`config.mk`:
```
export PLATFORM = sky130hd
export DESIGN_NAME = io_device_port
export DESIGN_NICKNAME = d
export VERILOG_FILES = /design/src/rtl/io_pkg.sv /design/src/rtl/io_sync_fifo.sv /design/src/rtl/io_device_port.sv
export SDC_FILE = /design/constraint.sdc
export NUM_CORES = 1
export LEC_CHECK = 0
export CELL_PAD_IN_SITES_DETAIL_PLACEMENT = 0
export CELL_PAD_IN_SITES_GLOBAL_PLACEMENT = 1
export CORE_ASPECT_RATIO = 0.9
export CORE_MARGIN = 10
export CORE_UTILIZATION = 35
export CTS_CLUSTER_DIAMETER = 50
export DETAILED_ROUTE_END_ITERATION = 10
export PLACE_DENSITY = 0.73
export SYNTH_ARGS = -nofsm -noshare
export SYNTH_HDL_FRONTEND = slang
export SYNTH_SLANG_ARGS = --single-unit
```
`constraint.sdc`:
```
create_clock -name clock -period 3.45 [get_ports clock]
set_input_delay 0.69 -clock clock [delete_from_list [all_inputs] [get_ports clock]]
set_output_delay 0.69 -clock clock [all_outputs]
set_load 0.01 [all_outputs]
```
`src/rtl/io_pkg.sv`:
```
// Shared types for the device-side FGI/FGO programmed-I/O port.
// Holds the byte width and the state encodings of the input and output handshake FSMs.
package io_pkg;

  localparam int IO_W = 8;

  typedef enum logic [1:0] {
    IN_IDLE,
    IN_WAIT_SET,
    IN_WAIT_CLR
  } in_state_t;

  typedef enum logic [1:0] {
    OUT_IDLE,
    OUT_SEND,
    OUT_PACE,
    OUT_WAIT_SET
  } out_state_t;

endpackage

```
`src/rtl/io_sync_fifo.sv`:
```
// Small single-clock FIFO with a combinational head read, so a pop can load the head in the same cycle.
// DEPTH must be a power of two so the pointers wrap naturally.
module io_sync_fifo #(
  parameter int W     = 8,
  parameter int DEPTH = 4
) (
  input  logic         clock,
  input  logic         reset,
  input  logic         push,
  input  logic [W-1:0] push_data,
  input  logic         pop,
  output logic         full,
  output logic         empty,
  output logic [W-1:0] head
);

  localparam int AW = (DEPTH > 1) ? $clog2(DEPTH) : 1;

  logic [W-1:0]  mem [DEPTH];
  logic [AW-1:0] wr_ptr_reg;
  logic [AW-1:0] rd_ptr_reg;
  logic [AW:0]   count_reg;
  logic          do_push;
  logic          do_pop;

  assign do_push = push && !full;
  assign do_pop  = pop && !empty;
  assign full    = (count_reg == (AW+1)'(DEPTH));
  assign empty   = (count_reg == '0);
  assign head    = mem[rd_ptr_reg];

  // Storage carries no reset; only the pointers define what is valid.
  always_ff @(posedge clock) begin
    if (do_push) begin
      mem[wr_ptr_reg] <= push_data;
    end
  end

  always_ff @(posedge clock or negedge reset) begin
    if (!reset) begin
      wr_ptr_reg <= '0;
      rd_ptr_reg <= '0;
      count_reg  <= '0;
    end else begin
      if (do_push) begin
        wr_ptr_reg <= wr_ptr_reg + 1'b1;
      end
      if (do_pop) begin
        rd_ptr_reg <= rd_ptr_reg + 1'b1;
      end
      case ({do_push, do_pop})
        2'b10:   count_reg <= count_reg + 1'b1;
        2'b01:   count_reg <= count_reg - 1'b1;
        default: count_reg <= count_reg;
      endcase
    end
  end

endmodule

```
`src/rtl/io_device_port.sv`:
```
// Device end of the FGI/FGO handshake: feeds bytes from a source into INPR and
// drains OUTR to a sink, pacing the FGO re-set after each delivered byte.
module io_device_port
  import io_pkg::*;
#(
  parameter int IN_DEPTH  = 4,
  parameter int OUT_DELAY = 3,
  parameter int CW        = 4
) (
  input  logic            clock,
  input  logic            reset,
  input  logic            fgi,
  input  logic            fgo,
  input  logic [IO_W-1:0] outr,
  output logic            set_fgi,
  output logic            set_fgo,
  output logic [IO_W-1:0] inpr,
  input  logic            in_valid,
  input  logic [IO_W-1:0] in_data,
  output logic            in_ready,
  output logic            out_valid,
  output logic [IO_W-1:0] out_data,
  input  logic            out_ready
);

  // ---------------- input direction ----------------
  in_state_t       in_state_reg;
  in_state_t       in_state_next;
  logic [IO_W-1:0] inpr_reg;
  logic            load;
  logic            fifo_full;
  logic            fifo_empty;
  logic [IO_W-1:0] fifo_head;

  io_sync_fifo #(
    .W     (IO_W),
    .DEPTH (IN_DEPTH)
  ) u_fifo (
    .clock     (clock),
    .reset     (reset),
    .push      (in_valid),
    .push_data (in_data),
    .pop       (load),
    .full      (fifo_full),
    .empty     (fifo_empty),
    .head      (fifo_head)
  );

  assign in_ready = !fifo_full;

  always_comb begin
    in_state_next = in_state_reg;
    load          = 1'b0;
    case (in_state_reg)
      IN_IDLE: begin
        if (!fifo_empty && !fgi) begin
          load          = 1'b1;
          in_state_next = IN_WAIT_SET;
        end
      end
      // A low fgi here only means the datapath has not registered the set yet.
      IN_WAIT_SET: if (fgi)  in_state_next = IN_WAIT_CLR;
      IN_WAIT_CLR: if (!fgi) in_state_next = IN_IDLE;
      default:     in_state_next = IN_IDLE;
    endcase
  end

  always_ff @(posedge clock or negedge reset) begin
    if (!reset) begin
      in_state_reg <= IN_IDLE;
      inpr_reg     <= '0;
    end else begin
      in_state_reg <= in_state_next;
      if (load) begin
        inpr_reg <= fifo_head;
      end
    end
  end

  assign set_fgi = load;
  assign inpr    = inpr_reg;

  // ---------------- output direction ----------------
  out_state_t      out_state_reg;
  out_state_t      out_state_next;
  logic [CW-1:0]   cnt_reg;
  logic [CW-1:0]   cnt_next;
  logic            out_valid_reg;
  logic            out_valid_next;
  logic [IO_W-1:0] out_data_reg;
  logic [IO_W-1:0] out_data_next;
  logic            fgo_pulse;

  always_comb begin
    out_state_next = out_state_reg;
    cnt_next       = cnt_reg;
    out_valid_next = out_valid_reg;
    out_data_next  = out_data_reg;
    fgo_pulse      = 1'b0;
    case (out_state_reg)
      OUT_IDLE: begin
        if (!fgo) begin
          out_data_next  = outr;
          out_valid_next = 1'b1;
          out_state_next = OUT_SEND;
        end
      end
      OUT_SEND: begin
        if (out_ready) begin
          out_valid_next = 1'b0;
          cnt_next       = CW'(OUT_DELAY);
          out_state_next = OUT_PACE;
        end
      end
      OUT_PACE: begin
        if (cnt_reg == '0) begin
          fgo_pulse      = 1'b1;
          out_state_next = OUT_WAIT_SET;
        end else begin
          cnt_next = cnt_reg - 1'b1;
        end
      end
      OUT_WAIT_SET: if (fgo) out_state_next = OUT_IDLE;
      default:      out_state_next = OUT_IDLE;
    endcase
  end

  // Reset lands in OUT_PACE with a zero count so the "printer ready" pulse follows release.
  always_ff @(posedge clock or negedge reset) begin
    if (!reset) begin
      out_state_reg <= OUT_PACE;
      cnt_reg       <= '0;
      out_valid_reg <= 1'b0;
      out_data_reg  <= '0;
    end else begin
      out_state_reg <= out_state_next;
      cnt_reg       <= cnt_next;
      out_valid_reg <= out_valid_next;
      out_data_reg  <= out_data_next;
    end
  end

  // The reset state would otherwise request FGO while reset is still held.
  assign set_fgo   = fgo_pulse && reset;
  assign out_valid = out_valid_reg;
  assign out_data  = out_data_reg;

endmodule
```
* Yosys cells after proc, flatten, opt, wreduce, memory -nomap -nowiden *
Memories as Yosys holds them, arrays and structs flattened. A register that Yosys moved wholly into a read port is not among the register bits.
Index checks and enable logic that the tools add are counted.

operators by class
  add/subtract/negate cells = 5
  equality and inequality tests = 16
  reduce and logical (&&, ||, !) cells = 20
  muxes and demuxes = 22
  bitwise operators = 1

operators by type and width
  cell                                              count
  != test 2 bit, second input constant              8
  2-to-1 mux 2 bit                                  7
  AND reduction 3 bit                               3
  == test 2 bit, second input constant              4
  2-to-1 mux 1 bit                                  8
  2-to-1 mux 4 bit                                  2
  one-hot mux 2 bit (4 select lines)                1
  one-hot mux 4 bit (2 select lines)                1
  == test 2 x 1 -> 1 bit, second input constant     3
  one-hot mux 2 bit (3 select lines)                1
  one-hot mux 3 bit (2 select lines)                1
  nonzero test 2 bit                                3
  adder 2 x 1 -> 2 bit, second input constant       2
  logical AND 1 bit                                 4
  logical NOT 1 bit                                 4
  logical NOT 2 bit                                 2
  logical NOT 4 bit                                 1
  AND reduction 4 bit                               1
  subtractor 4 x 1 -> 4 bit, second input constant  1
  adder 3 x 1 -> 3 bit, second input constant       1
  == test 3 bit, second input constant              1
  logical NOT 3 bit                                 1
  subtractor 3 x 1 -> 3 bit, second input constant  1
  one-hot mux 1 bit (2 select lines)                1
  2 further kinds                                   2

word-level totals
  memory bits (writable) = 32
  output and inout bits = 20
  logic and storage cells = 73
  memories = 1
  register bits = 24
  bits of input ports = 22

memories
  name        depth  width  rd ports  clocked after Yosys merged registers in  wr ports  RTL line            source
  u_fifo.mem  4      8      1         1                                        1         io_sync_fifo.sv:19  logic [W-1:0] mem [DEPTH];

* Logic depth before layout (Yosys ltp) *
Gate-level depths: netlist of the first run.

  word-level depth = 8
  gate-level depth with buffers = 9

* Hierarchy *
From an unflattened synthesis of the first run, not the netlist that was laid out.

second synthesis, totals
  cells, all modules = 170
  area, all modules = 2742.6 sq um

modules (own cells, without submodules)
  module          sequential area each (sq um)  cells each  times used  area an instance (sq um)
  io_sync_fifo    1136.1                        79          1           1592.8
  io_device_port  626.9                         91          1           1149.9

* Worst setup path after synthesis of the first run *
Ideal clock, no wire load.

  path type = input port to flip-flop
  start point = input port fgi
  end point = register u_fifo.count_reg[2]
  stages on the path = 9
  setup time = 79 ps
  setup slack = 1182 ps
  arrival = 2189 ps
  path through = nor2_1 -> and3b_1 -> buf_2 -> ha_1 -> inv_1 -> fa_1 -> xor2_1 -> nor2_1 -> xor2_1

on the way
  cells in the longest elaborated chain, start to end = 7
  elaborated cells between the ends (all ways) = 9
  classes of those cells = eq/ne: 2; mux: 3; reduce/logical: 4

RTL lines
  what                                                                             RTL line              source
  from (decl)                                                                      io_device_port.sv:12  input logic fgi,
  logical NOT 1 bit (*)                                                            -
  logical AND 1 bit (*)                                                            io_device_port.sv:56  if (!fifo_empty && !fgi) begin
  2-to-1 mux 1 bit (*)                                                             io_device_port.sv:56
  2-to-1 mux 1 bit (*)                                                             io_device_port.sv:54  case (in_state_reg)
  logical AND 1 bit (*)                                                            io_sync_fifo.sv:27    assign do_pop = pop && !empty;
  net u_fifo.do_pop                                                                io_sync_fifo.sv:24    logic do_pop;
  == test 2 x 1 -> 1 bit / == test 2 bit (equally long branches)                   io_sync_fifo.sv:51    case ({do_push, do_pop})
  one-hot mux 3 bit (2 select lines) / nonzero test 2 bit (equally long branches)  -
  to (signal assigned)                                                             io_sync_fifo.sv:52    2'b10: count_reg <= count_reg + 1'b1;
  to (signal assigned)                                                             io_sync_fifo.sv:53    2'b01: count_reg <= count_reg - 1'b1;
  to (signal assigned)                                                             io_sync_fifo.sv:54    default: count_reg <= count_reg;
  to (decl)                                                                        io_sync_fifo.sv:22    logic [AW:0] count_reg;

Mark *: on every way through the listed nets, which the timed path passes. The rest lies on a longest branch.
A chain may end at the register's enable or synchronous reset.

* Worst setup path after layout of the first run *
  start point = register cnt_reg[0]
  end point = output port set_fgo

on the way
  cells in the longest elaborated chain, start to end = 4

RTL lines
  what                    RTL line               source
  from (decl)             io_device_port.sv:86   logic [CW-1:0] cnt_reg;
  from (signal assigned)  io_device_port.sv:137  cnt_reg <= cnt_next;
  logical NOT 4 bit       io_device_port.sv:116  if (cnt_reg == '0) begin
  2-to-1 mux 1 bit        io_device_port.sv:116
  2-to-1 mux 1 bit        io_device_port.sv:100  case (out_state_reg)
  logical AND 1 bit       io_device_port.sv:144  assign set_fgo = fgo_pulse && reset;
  to (decl)               io_device_port.sv:16   output logic set_fgo,

No other way between the ends.

==> results of run 1 <==
-- kinds of logic (layout without fill, tap and decap cells) --
family | after synthesis | count (layout)
AOI/OAI and AO/OA | 10 | 10
xor gates and xnor gates | 7 | 7
adders and majority gates | 12 | 12
buffers and inverters | 15 | 69
DFF | 64 | 64
muxes | 28 | 28
and+or+nand+nor | 33 | 33
-- layout by cell type (no fill, tap or decap), types with 3 or more instances in the layout --
cell	n
edfxtp_1	32
ha_1	11
dfrtp_1	31
inv_1	10
nor2b_1	3
xor2_1	4
o21a_1	3
nor2_1	6
clkdlybuf4s50_1	41
xnor2_1	3
mux2_2	19
and2_1	3
and3_1	4
nand2_1	5
mux4_2	8
clkbuf_8	10
-- worst min path at each step --
stage | startpoint | endpoint | slack [ps] | cells past startpoint
6_report | u_fifo.count_reg[2] | u_fifo.count_reg[2] | 490 | 1
4_1_cts | u_fifo.count_reg[2] | u_fifo.count_reg[2] | 490 | 1
2_1_floorplan | reset | cnt_reg[0] | 390 | 0
3_3_place_gp | u_fifo.count_reg[2] | u_fifo.count_reg[2] | 470 | 1
3_5_place_dp | u_fifo.count_reg[2] | u_fifo.count_reg[2] | 480 | 1
5_1_grt | out_data[1] | out_data[1] | 520 | 1
-- per-stage QoR --
step,setup slack (ps),utilization (%),power (W)
floorplan,1182,-,0.001945
global placement,705.5,43.05,0.002346
detailed placement,714.3,43.05,0.002368
CTS,679.3,45.65,0.003006
global route,561.2,45.65,0.003162
finish,712.7,45.65,0.002951
-- power by group through the flow --
stage,sequential (W),combinational (W),clock [W]
floorplan,0.00125,0.000697,0
global placement,0.00127,0.00107,0
detailed placement,0.00128,0.00108,0
CTS,0.00127,0.00109,0.000650
global route,0.00130,0.00117,0.000691
finish,0.00126,0.00106,0.000632
-- final cells by class --
cell class                      instances  share of cell area, %
Multi-Input combinational cell         90                  26.87
Clock buffer                           11                  4.065
Inverter                               10                  1.079
Tap cell                               96                  3.453
Timing Repair Buffer                   43                  12.23
Clock inverter                          5                  1.619
Sequential cell                        64                  50.68
-- metal layers --
layer | global-route usage [%] | up-vias | routed length, um
met5 | 0 | - | 0
met2 | 13.67 | 17 | 2507
met3 | 2.364 | 4 | 169
met4 | 5.163 | 0 | 74
met1 | 10.24 | 745 | 2148
li1 | - | 715 | -
==> out/summary.txt, run 1 <==
Bufs and invs on worst path = 2
Total die area = 11830 um^2
Area after DPL = 3281 um^2
RD Place Congestion = 0.7098
Commonest cells in the netlist = edfxtp_1 (32), dfrtp_1 (31), mux2_2 (19)
Most used DFF post-synth = edfxtp_1
Die H = 104.2 um
Post-Synth Adder-Cell Area = 5.717%
Gate Count Post-Synth = 169
Final Instance Area = 3478 um^2
VDD IR max = 0.3690 mV
Crit-path max FO = 5
Port bufs = 41
Post-route clock skew = 9.753 ps
Vias in the first global route = 1576
Placed Cells incl. Taps = 303
Post-synthesis xor/xnor area fraction = 2.223%
Final setup TNS = 0 ps
Die W = 113.6 um
Iteration-0 DRC Markers = 41
Register area = 1763 um^2
Worst R2R Path Depth = 9
Routed len/inst = 15.36 um
Seq cells post-synth = 64
Slew Limit Fails = 0
Starting Density = 36.19%
Run status = completed
Asr flop ratio synth = 50.00%
Mux cell area share after synthesis = 14.84%
Area fraction of the dominant cell type after synthesis = 34.85%
Filler Cell Count = 693
DP Wirelength = 3.547 mm
Core area = 7620 um^2
CP max-delay cell = clkdlybuf4s50_1
CTS sink count = 64
Synthesized cell area = 2758 um^2
Tmin final = 2737 ps
Largest area contributor in the netlist = edfxtp_1
Number of non-filler instances in the completed layout = 319
CTS resizes = 0
Seq/Total Area, Yosys = 63.93%
First-pass GRT wire length = 8.100 mm
Routed WL = 4.900 mm
Hold-fix buffers, CTS = 0
Clock-pin slew of the registers on the worst-case setup and hold paths = 70 ps
Postcts setup bufs = 0
Post-Syn Area per Cell = 16.32 um^2
Routed via count = 1481
Worst skew pair latency = 330 ps
Crit path launch = cnt_reg[0]
CP Depth = 5
Reg power frac = 42.6%
Top delay family on crit path = buffers and inverters
Antenna violations before repair = 0
Htree depth = 3
Post-Synth Simple-Gate Area = 7.396%
Syn nets = 203
Share of cells above drive strength 1 = 23.32%
Reg-to-Reg Start = u_fifo.count_reg[1]
Arrival time worst endpoint = 2050 ps
Synth area leaders = edfxtp_1 (35%), dfrtp_1 (28%), mux2_2 (7.8%), mux4_2 (6.5%), ha_1 (5.0%)
Min Hold Slack = 489.2 ps
GRT Residual Overflow = 0
I/O Pins = 42
Largest register FFs = 32
Syn. warnings = 0
Cell Rows = 30
Clock Path Buffers = 2
Fmax = 365.3 MHz
# setup viols final = 0
Period utilisation layout = 79.34%
Count leader, synth = edfxtp_1
Post-synthesis compound-gate area fraction = 3.721%
End of the critical path = set_fgo
Switching Fraction = 30.29%
HP Class = reg -> reg
DRT Pass-1 Iters = 3
Comb power frac = 36.0%
Nets@finish = 252
Area of the multi-input gates = 934.6 um^2
Reg2reg end = u_fifo.count_reg[2]
CTS tree = built
Unrepaired setup endpoints after global routing = no
Vias/cell = 4.643
Num CTS Buffers = 9
WS Path Type = reg -> out
Area grow syn2layout = 26.13%
CP Cell Sequence = inv_1 -> ha_1 -> or3b_4 -> nor2_1 -> clkdlybuf4s50_1
CP Capture Type = output port
Post-synth EDFFs = 32
Required @ worst endpoint = 2760 ps
Leak = 1.376 nW
Internal power = 0.002057 W
PwrDens = 848.5 nW/um^2
Drt drc = 0
CP peak stage delay = 540 ps
P_sw = 0.0008938 W
Diodes inserted = 0
Root buffer cell = clkbuf_8
Post-route ant nets = 0
Max-Cap Viols = 0
Clock power share = 21.4%
R2R setup slack = 1210 ps
Worst rel slew slack = 48.32%
Slew of the pin with the lowest slew margin = 773.7 ps
Largest family of logic cells by synthesized area = multiplexers
Pin count of the biggest net entering global routing = 33
Total GRT Usage = 8.669%
Element type at the critical path start = flip-flop
Final Hold Vio Count = 0
Synth cell types = 38
Power figures use the tool's default switching activity.
==> run 2: changes to the inputs <==
==> constraint.sdc (replaced) <==
create_clock -name clock -period 2.62 [get_ports clock]
set_input_delay 0.524 -clock clock [delete_from_list [all_inputs] [get_ports clock]]
set_output_delay 0.524 -clock clock [all_outputs]
set_load 0.01 [all_outputs]
==> out/summary.txt, run 2 (synthesized netlist as in run 1, its figures left out) <==
PwrDens = 1116 nW/um^2
DP Wirelength = 3.557 mm
Post-route clock skew = 8.193 ps
M3 GR Usage = 2.941%
Die W = 113.6 um
Antenna violations before repair = 0
Post-route ant nets = 0
Filler Cell Count = 693
Die H = 104.2 um
Most frequent cells in the layout = clkdlybuf4s50_1 (40), edfxtp_1 (32), dfrtp_1 (31)
Cell Rows = 30
Nets@finish = 254
Top Usage Layer GRT = met2
WS Path Type = in -> out
Clock-pin slew of the registers on the worst-case setup and hold paths = 60 ps
Tmin final = 2411 ps
Routed via count = 1517
CTS tree = built
Slew Limit Fails = 0
Port bufs = 41
First-pass GRT wire length = 8.507 mm
Period utilisation layout = 92.02%
Slew of the pin with the lowest slew margin = 619.1 ps
Clock Path Buffers = 2
Routed len/inst = 15.70 um
R2R setup slack = 360 ps
Run status = completed
Area grow syn2layout = 26.04%
Total die area = 11830 um^2
Final setup TNS = 0 ps
Iteration-0 DRC Markers = 31
Met2 usage = 13.47%
Num CTS Buffers = 9
HP Class = reg -> reg
CP Capture Type = output port
Post-place setup slack = 157.5 ps
Largest register FFs = 32
Worst rel slew slack = 58.73%
Share of cells above drive strength 1 = 22.67%
Met1 track demand over resource = 11.65%
Root buffer cell = clkbuf_8
Fin worst setup slack = 209.1 ps
Vias in the first global route = 1604
Worst skew pair latency = 330 ps
Routed WL = 5.040 mm
I/O Pins = 42
# setup viols final = 0
CTS sink count = 64
Starting Density = 36.19%
Final Hold Vio Count = 0
Total GRT Usage = 9.240%
Arrival time worst endpoint = 1890 ps
Max-Cap Viols = 0
GRT Residual Overflow = 0
Leak = 1.380 nW
DRT Pass-1 Iters = 5
RD Place Congestion = 0.7517
Element type at the critical path start = input port
Required @ worst endpoint = 2100 ps
Diodes inserted = 0
Commonest non-fill, non-tap cell in the layout = clkdlybuf4s50_1
Pin count of the biggest net entering global routing = 33
Crit-path max FO = 4
Fmax = 414.8 MHz
Core area = 7620 um^2
Drt drc = 0
Vias/cell = 4.726
Postcts setup bufs = 0
Htree depth = 3
VDD IR max = 0.5063 mV
Unrepaired setup endpoints after global routing = no
[run 2: report_power, final]
part | internal, W | leakage [nW] | switching, W | total [W]
Sequential | 0.00142 | 0.669 | 0.000244 | 0.00166
Clock | 0.000436 | 0.0880 | 0.000362 | 0.000797
Combinational | 0.000842 | 0.623 | 0.000578 | 0.00142
[run 2: worst paths after layout]
path | to | cells after the start | startpoint
worst min-delay path | u_fifo.count_reg[2] | 1 | u_fifo.count_reg[2]
worst max register to register | u_fifo.count_reg[2] | 9 | u_fifo.count_reg[1]
max in group asynchronous | out_state_reg[1] | 2 | reset
min in group asynchronous | inpr[2] | 2 | reset
worst min register to register | u_fifo.count_reg[2] | 1 | u_fifo.count_reg[2]
worst max-delay path | set_fgi | 4 | fgi
[run 2: final cells by class]
type	count	area [um^2]	share of cell area, %
repair buffers	45	439.2	12.63
clock inverters	4	46.29	1.332
flip-flops and latches	64	1763	50.72
well taps	96	120.1	3.456
inverters	10	37.54	1.080
clock buffers	12	135.1	3.888
multi-input cells	90	934.6	26.89
[run 2: repair_timing]
item	in CTS	in global routing
hold buffers	0	0
gates resized for setup	1	0
endpoints found under the setup margin	1	0
hold endpoints to repair	0	0
[run 2: layer usage]
layer | share of wire (%) | vias up
li1 | - | 719
met1 | 46 | 767
met2 | 48 | 22
met3 | 3.7 | 9
met4 | 2.3 | 0
met5 | 0 | -
[run 2: metrics by stage]
stage          hold WS [ps]  instance area (um^2)  utilization [%]  power [W]  instances
2_1_floorplan         228.4                  2758                -   0.002561        169
3_3_place_gp          467.5                  3296            43.25   0.003109        305
3_5_place_dp          477.6                  3296            43.25   0.003137        305
4_1_cts               486.2                  3476            45.62   0.003942        321
5_1_grt               522.1                  3476            45.62   0.004159        321
6_report              480.0                  3476            45.62   0.003879        321
[run 2: worst max-delay path, stage by stage]
cell,delay (ps)
clkdlybuf4s50_1,420
nor2_1,190
and3b_1,210
clkdlybuf4s50_1,540
